--- config.mk ---
export PLATFORM = sky130hd
export DESIGN_NAME = ahb_arbiter
export DESIGN_NICKNAME = d
export VERILOG_FILES = /design/src/rtl/ahb_arbiter.sv
export SDC_FILE = /design/constraint.sdc
export NUM_CORES = 1
export LEC_CHECK = 0
export BUFFER_PORTS_ARGS = -buffer_cell sky130_fd_sc_hd__buf_4
export CORE_MARGIN = 3
export CORE_UTILIZATION = 30
export CTS_CLUSTER_DIAMETER = 200
export DETAILED_ROUTE_END_ITERATION = 10
export PLACE_DENSITY = 0.5
export RECOVER_POWER = 50
export SLEW_MARGIN = 30
export SYNTH_ARGS = -nofsm -noshare
export SYNTH_HDL_FRONTEND = slang
export SYNTH_SLANG_ARGS = --single-unit
--- constraint.sdc ---
create_clock -name hclk -period 2.6 [get_ports hclk]
set_clock_uncertainty 0.2 [all_clocks]
set_input_delay 0.13 -clock hclk [delete_from_list [all_inputs] [get_ports hclk]]
set_output_delay 0.13 -clock hclk [all_outputs]
set_load 0.02 [all_outputs]
--- src/rtl/ahb_arbiter.sv ---
// ahb_arbiter: fixed-priority AHB bus arbiter (master 0 highest priority,
// master MASTER_NUMBER-1 is the default owner). Bursts and locked sequences
// freeze the grant so that ownership never changes mid-burst or mid-lock.
module ahb_arbiter #(
    parameter int unsigned MASTER_NUMBER = 4
) (
    input  logic                     hclk,
    input  logic                     hreset,
    input  logic [MASTER_NUMBER-1:0] hbusreq,
    input  logic [MASTER_NUMBER-1:0] hlock,
    input  logic [1:0]               htrans,
    input  logic [2:0]               hburst,
    input  logic                     hready,
    output logic [MASTER_NUMBER-1:0] hgrant,
    output logic [3:0]               hmaster,
    output logic                     hmastlock
);

    typedef enum logic [1:0] {
        TR_IDLE   = 2'd0,
        TR_BUSY   = 2'd1,
        TR_NONSEQ = 2'd2,
        TR_SEQ    = 2'd3
    } htrans_e;

    typedef enum logic [2:0] {
        BR_SINGLE = 3'd0,
        BR_INCR   = 3'd1,
        BR_WRAP4  = 3'd2,
        BR_INCR4  = 3'd3,
        BR_WRAP8  = 3'd4,
        BR_INCR8  = 3'd5,
        BR_WRAP16 = 3'd6,
        BR_INCR16 = 3'd7
    } hburst_e;

    localparam logic [MASTER_NUMBER-1:0] DEF_GRANT  = {1'b1, {(MASTER_NUMBER-1){1'b0}}};
    localparam logic [3:0]               DEF_MASTER = 4'(MASTER_NUMBER-1);

    logic [4:0]               r_beats;
    logic [MASTER_NUMBER-1:0] r_grant;
    logic [3:0]               r_master;
    logic                     r_mastlock;

    htrans_e                  w_trans;
    hburst_e                  w_burst;
    logic [4:0]               w_burst_len;
    logic [4:0]               w_beats_next;
    logic [3:0]               w_gidx;
    logic                     w_lock_own;
    logic                     w_frozen;
    logic [MASTER_NUMBER-1:0] w_arb_grant;
    logic                     w_found;

    assign w_trans = htrans_e'(htrans);
    assign w_burst = hburst_e'(hburst);

    // Remaining-address count loaded at the start of a fixed-length burst
    always_comb begin
        w_burst_len = 5'd0;
        case (w_burst)
            BR_WRAP4,  BR_INCR4:  w_burst_len = 5'd3;
            BR_WRAP8,  BR_INCR8:  w_burst_len = 5'd7;
            BR_WRAP16, BR_INCR16: w_burst_len = 5'd15;
            default:              w_burst_len = 5'd0;
        endcase
    end

    // Burst counter update for the current accepted transfer
    always_comb begin
        w_beats_next = r_beats;
        case (w_trans)
            TR_NONSEQ: w_beats_next = w_burst_len;
            TR_SEQ:    w_beats_next = (r_beats != 5'd0) ? r_beats - 5'd1 : r_beats;
            TR_BUSY:   w_beats_next = r_beats;
            default:   w_beats_next = 5'd0;
        endcase
    end

    // Binary index of the one-hot grant
    always_comb begin
        w_gidx = '0;
        for (int unsigned i = 0; i < MASTER_NUMBER; i++) begin
            if (r_grant[i]) w_gidx = 4'(i);
        end
    end

    // The grant is one-hot, so masking hlock with it selects the owner's lock bit
    assign w_lock_own = |(hlock & r_grant);
    assign w_frozen   = w_lock_own | (w_beats_next >= 5'd2);

    // Fixed priority: lowest-index request wins, default master when idle
    always_comb begin
        w_arb_grant = DEF_GRANT;
        w_found     = 1'b0;
        for (int unsigned i = 0; i < MASTER_NUMBER; i++) begin
            if (hbusreq[i] && !w_found) begin
                w_arb_grant    = '0;
                w_arb_grant[i] = 1'b1;
                w_found        = 1'b1;
            end
        end
    end

    // Arbiter state; everything holds while hready is low
    always_ff @(posedge hclk or negedge hreset) begin
        if (!hreset) begin
            r_beats    <= '0;
            r_grant    <= DEF_GRANT;
            r_master   <= DEF_MASTER;
            r_mastlock <= 1'b0;
        end else if (hready) begin
            r_beats    <= w_beats_next;
            if (!w_frozen) r_grant <= w_arb_grant;
            r_master   <= w_gidx;
            r_mastlock <= w_lock_own & (w_trans != TR_IDLE);
        end
    end

    assign hgrant    = r_grant;
    assign hmaster   = r_master;
    assign hmastlock = r_mastlock;

endmodule

======== After elaboration in Yosys (flattened, before gate mapping) ========
Cells that the tools add are included.
operators by class
  add/subtract/negate cells ............... 1
  multiply operators ...................... 0
  div/mod/pow operators ................... 0
  order comparisons ....................... 1
  eq/ne operators ......................... 9
  shift operators ......................... 0
  mux-type cells .......................... 13
  bitwise gates (word level) .............. 4
  reduce and logical (&&, ||, !) cells .... 13
operators by type and width
  kind                                                  number
  two-way mux 4 bit                                     6
  one-hot mux 5 bit (3 select lines)                    1
  == test 3 bit (second input constant)                 4
  one-hot mux 4 bit (3 select lines)                    1
  == test 3 x 2 -> 1 bit (second input constant)        2
  OR reduction 2 bit                                    3
  >= comparator 5 x 2 -> 1 bit (second input constant)  1
  two-way mux 5 bit                                     1
  nonzero test 5 bit                                    1
  subtractor 5 x 1 -> 5 bit (second input constant)     1
  AND 4 bit                                             1
  == test 2 bit (second input constant)                 2
  two-way mux 1 bit                                     4
  OR reduction 4 bit                                    1
  logical AND 1 bit                                     3
  zero test 1 bit                                       3
  == test 2 x 1 -> 1 bit (second input constant)        1
  AND reduction 2 bit                                   1
  nonzero test 2 bit                                    1
  AND 1 bit                                             1
  inverter 1 bit                                        1
  OR 1 bit                                              1
storage, ports and cells
  register bits ........................... 14
  latch bits .............................. 0
  bits in writable memories ............... 0
  memory bits (read-only) ................. 0
  input port bits ......................... 16
  memories kept ........................... 0

======== Longest topological paths before layout ========
  depth after elaboration ................. 10
  mapped depth ............................ 7
  gate-level depth less buffers ........... 7

======== Worst setup path before layout ========
No wires, ideal clock.
  path type ............................... register to register
  from .................................... register r_beats[0]
  to ...................................... register r_grant[1], in the netlist hgrant[1]
  arrival ................................. 1825 ps
  data required time ...................... 2272 ps
  setup slack ............................. 447 ps
  stages on the path, launching flop included .. 8
  buffers on the path ..................... 0
  period minus slack after synthesis ...... 2153 ps
  cell sequence ........................... dfrtp_1 > inv_1 > ha_1 > nor4b_1 > nor4b_1 > a311oi_2 > nand4_2 > mux2_1
on the way
  cells in the longest elaborated chain, start to end .. 7
RTL lines
  item                                                                    line  text
  start, declared                                                         40    logic [4:0] r_beats;
  start signal, assigned                                                  113   r_beats <= w_beats_next;
  subtractor 5 x 1 -> 5 bit / nonzero test 5 bit (equally long branches)  74    TR_SEQ: w_beats_next = (r_beats != 5'd0) ? r_beats - 5'd1 : r_beats;
  two-way mux 5 bit                                                       74
  one-hot mux 5 bit (3 select lines) (*)                                  72    case (w_trans)
  >= comparator 5 x 2 -> 1 bit (*)                                        90    assign w_frozen = w_lock_own | (w_beats_next >= 5'd2);
  OR 1 bit (*)                                                            90
  inverter 1 bit (no source line) (*)                                     n/a
  AND reduction 2 bit (no source line) (*)                                n/a
  end signal, assigned                                                    114   if (!w_frozen) r_grant <= w_arb_grant;
  end, declared                                                           41    logic [MASTER_NUMBER-1:0] r_grant;
Every way passes the cells marked *; elsewhere a longest branch is shown, timed or not.
A chain may end at the register's enable or synchronous reset.

======== Worst setup path in the final report ========
Same ends and word-level chain as after synthesis.

==> qor.yml <==
die_y_um: 54.76
grt_antenna_before_repair: 0
core_area_mm2: 0.002233
fin_ws_ns: 0.2184
cts_tree: "yes"
crit_arrival_ns: 2.33
yosysTopAreaCell: "dfrtp_1"
clkPwrFrac_pct: 15.5
clock_latency_ns: 0.26
grtUsageTotal_pct: 12.63
vias: 655
yosys-top-cells-area: "dfrtp_1 32%, dfstp_2 11%, mux2_1 6.3%, nor2_1 4.7%, inv_1 3.7%"
die_w_um: 54.76
routed_wl_um: 1583
slew_headroom_pct: 57.00
period_needed_ns: 2.382
rows: 17
gp_congestion: 0.7056
clock_path_buffers: 2
rsz0062_at_grt: "no"
fin_nets: 123
dieArea_mm2: 0.002998
fin_crit_sh_pct: 91.60
required_ns: 2.55
yosysUniqueCellTypes: 33
syn_area_per_cell_um2: 9.262
area_growth_pct: 35.79
leakage_nw: 0.4438
slew_viol_final: 0
cts_sinks: 12
end_kind: "register"
setup_tns_ns: 0
synth_commonest_cells: "9 x dfrtp_1, 9 x nor2_1, 7 x inv_1, 7 x nand2_1, 5 x o21ai_0"
synth_edf_count: 0
syn_area_um2: 713.2
fillers: 235
worstPathMaxFanout: 4
antenna_left: 0
power.density_mw_per_mm2: 768.7
hold_depth: 3
ys.warnings.count: 0
grt_pass1_wl_um: 2642
outcome: "complete, no violations"
initial_utilization_pct: 31.93
pin_count: 25
setup_viol: 0
worstHoldPathType: "input port to register"
hold_violations: 0
drive_above_1_share_pct: 25.71
reg2regPathDepth: 7
grt_pass1_vias: 627
synth_top_area_share_pct: 31.58
combPwrFrac_pct: 42.3
dp_slack_ns: 0.1899
max-cap-violations: 0
diodes: 0
power_frac_seq_pct: 42.2
crit_type: "register to register"
cts_buffers: 3
syn_inst: 77
vias_per_cell: 4.925
synth_ff_type: "dfrtp_1"
htree_levels: 1
start_kind: "register"
p_sw_w: 0.0002800
drcViolationCount: 0
async_reset_ff_share_pct: 100.0
gr-total-overflow: 0
post-dp-hpwl_um: 1188
cts_setup_buffers: 0
dr.pass1.iters: 4
grt_max_degree: 15
peakVddDrop_mv: 0.4527
ys_seq_area_share_pct: 42.63
fmaxAchievable_ghz: 0.4199
root_buffer: "clkbuf_4"
clk_pin_slew_worst_paths_ns: 0.07
sw_frac_of_total_pct: 37.61
worst_pin_slew_ns: 0.6451
wire_per_inst_um: 11.90
drt_iter0_markers: 5
p_int_w: 0.0004644
synth-seq-cells: 12
io_buffer_count: 20
==> cells in the final DEF (no fill, tap or decap), types with 2 or more instances in the layout <==
cell type       n
dfstp_2         2
buf_4          18
nor2_1          9
mux2i_1         2
mux2_1          4
inv_1           7
o211ai_1        2
o21ai_0         5
nand2_1         7
a22oi_1         2
clkbuf_4        3
dlygate4sd3_1   7
nor4b_1         2
dfrtp_1         9
a21oi_1         3
conb_1          2
clkbuf_1        3
==> path summary, 6_finish.rpt <==
check	startpoint	endpoint	slack (ns)
max	r_beats[0]	hgrant[1]	0.22
max reg2reg	r_beats[0]	hgrant[1]	0.22
min	hbusreq[1]	hgrant[1]	0.01
min reg2reg	hmaster[0]	hmaster[0]	0.29
max in group asynchronous	hreset	hgrant[2]	1.59
min in group asynchronous	hreset	r_beats[3]	0.20
==> cells by family (layout without fill, tap and decap cells) <==
kind of cell             Yosys count  count (layout)  share of synthesized area, %
other                              1               2                        0.5258
adder cells (fa/ha/maj)            1               1                         1.754
multiplexers                       6               6                         9.122
buffers and inverters             12              39                         7.367
AO/OA/AOI/OAI                     19              19                         17.89
flip-flops                        12              12                         42.63
AND/OR/NAND/NOR                   26              26                         20.70
==> final cells by class <==
cell class | instances | area [um^2] | area share (%)
clock buffers | 4 | 26.28 | 2.713
inverters | 8 | 30.03 | 3.101
multi-input cells | 54 | 360.3 | 37.21
flip-flops and latches | 12 | 304.0 | 31.40
well taps | 28 | 35.03 | 3.618
repair buffers | 27 | 212.7 | 21.96
==> registers in the layout, indices dropped and copies added (netlist names) <==
signal,cells
hgrant,4
hmastlock,1
hmaster,2
r_beats,5
==> metrics by stage <==
step / instances / power [W] / cell area [um^2] / util (%) / hold WS, ns
6_report: 133 / 0.0007444 / 968.4 / 43.36 / 0.01214
5_1_grt: 133 / 0.0008095 / 968.4 / 43.36 / 0.05103
4_1_cts: 133 / 0.0007671 / 975.9 / 43.70 / 0.004333
3_5_place_dp: 122 / 0.0006353 / 879.6 / 39.38 / -0.2171
3_3_place_gp: 122 / 0.0006340 / 879.6 / 39.38 / -0.2201
2_1_floorplan: 78 / 0.0005049 / 716.9 / - / -0.3656
==> power groups by stage <==
| stage | clock [W] | sequential [W] | combinational (W) |
|---|---|---|---|
| 2_1_floorplan | 0 | 0.000371 | 0.000134 |
| 3_5_place_dp | 0 | 0.000318 | 0.000317 |
| 3_3_place_gp | 0 | 0.000319 | 0.000315 |
| 5_1_grt | 0.000138 | 0.000324 | 0.000348 |
| 4_1_cts | 0.000125 | 0.000317 | 0.000325 |
| 6_report | 0.000115 | 0.000314 | 0.000315 |
==> worst max-delay path, cell delays in order (launching register included) <==
cell and delay, ns:
dfrtp_1 0.38, inv_1 0.09, ha_1 0.21, nor4b_1 0.39, nor4b_1 0.12, a311oi_2 0.32, nand4_2 0.21, mux2_1 0.35
==> layer usage <==
metal / part of all wire [%] / global-route usage (%)
met2: 48 / 20.87
met3: 6.4 / 3.815
met5: 0 / 0
met4: 1.1 / 7.469
met1: 44 / 14.12
==> what timing repair did <==
action | in CTS | in global routing
hold buffers | 7 | 0
hold endpoints to repair | 21 | 0
gates resized for setup | 0 | 0
(Power assumes the default switching activity.)
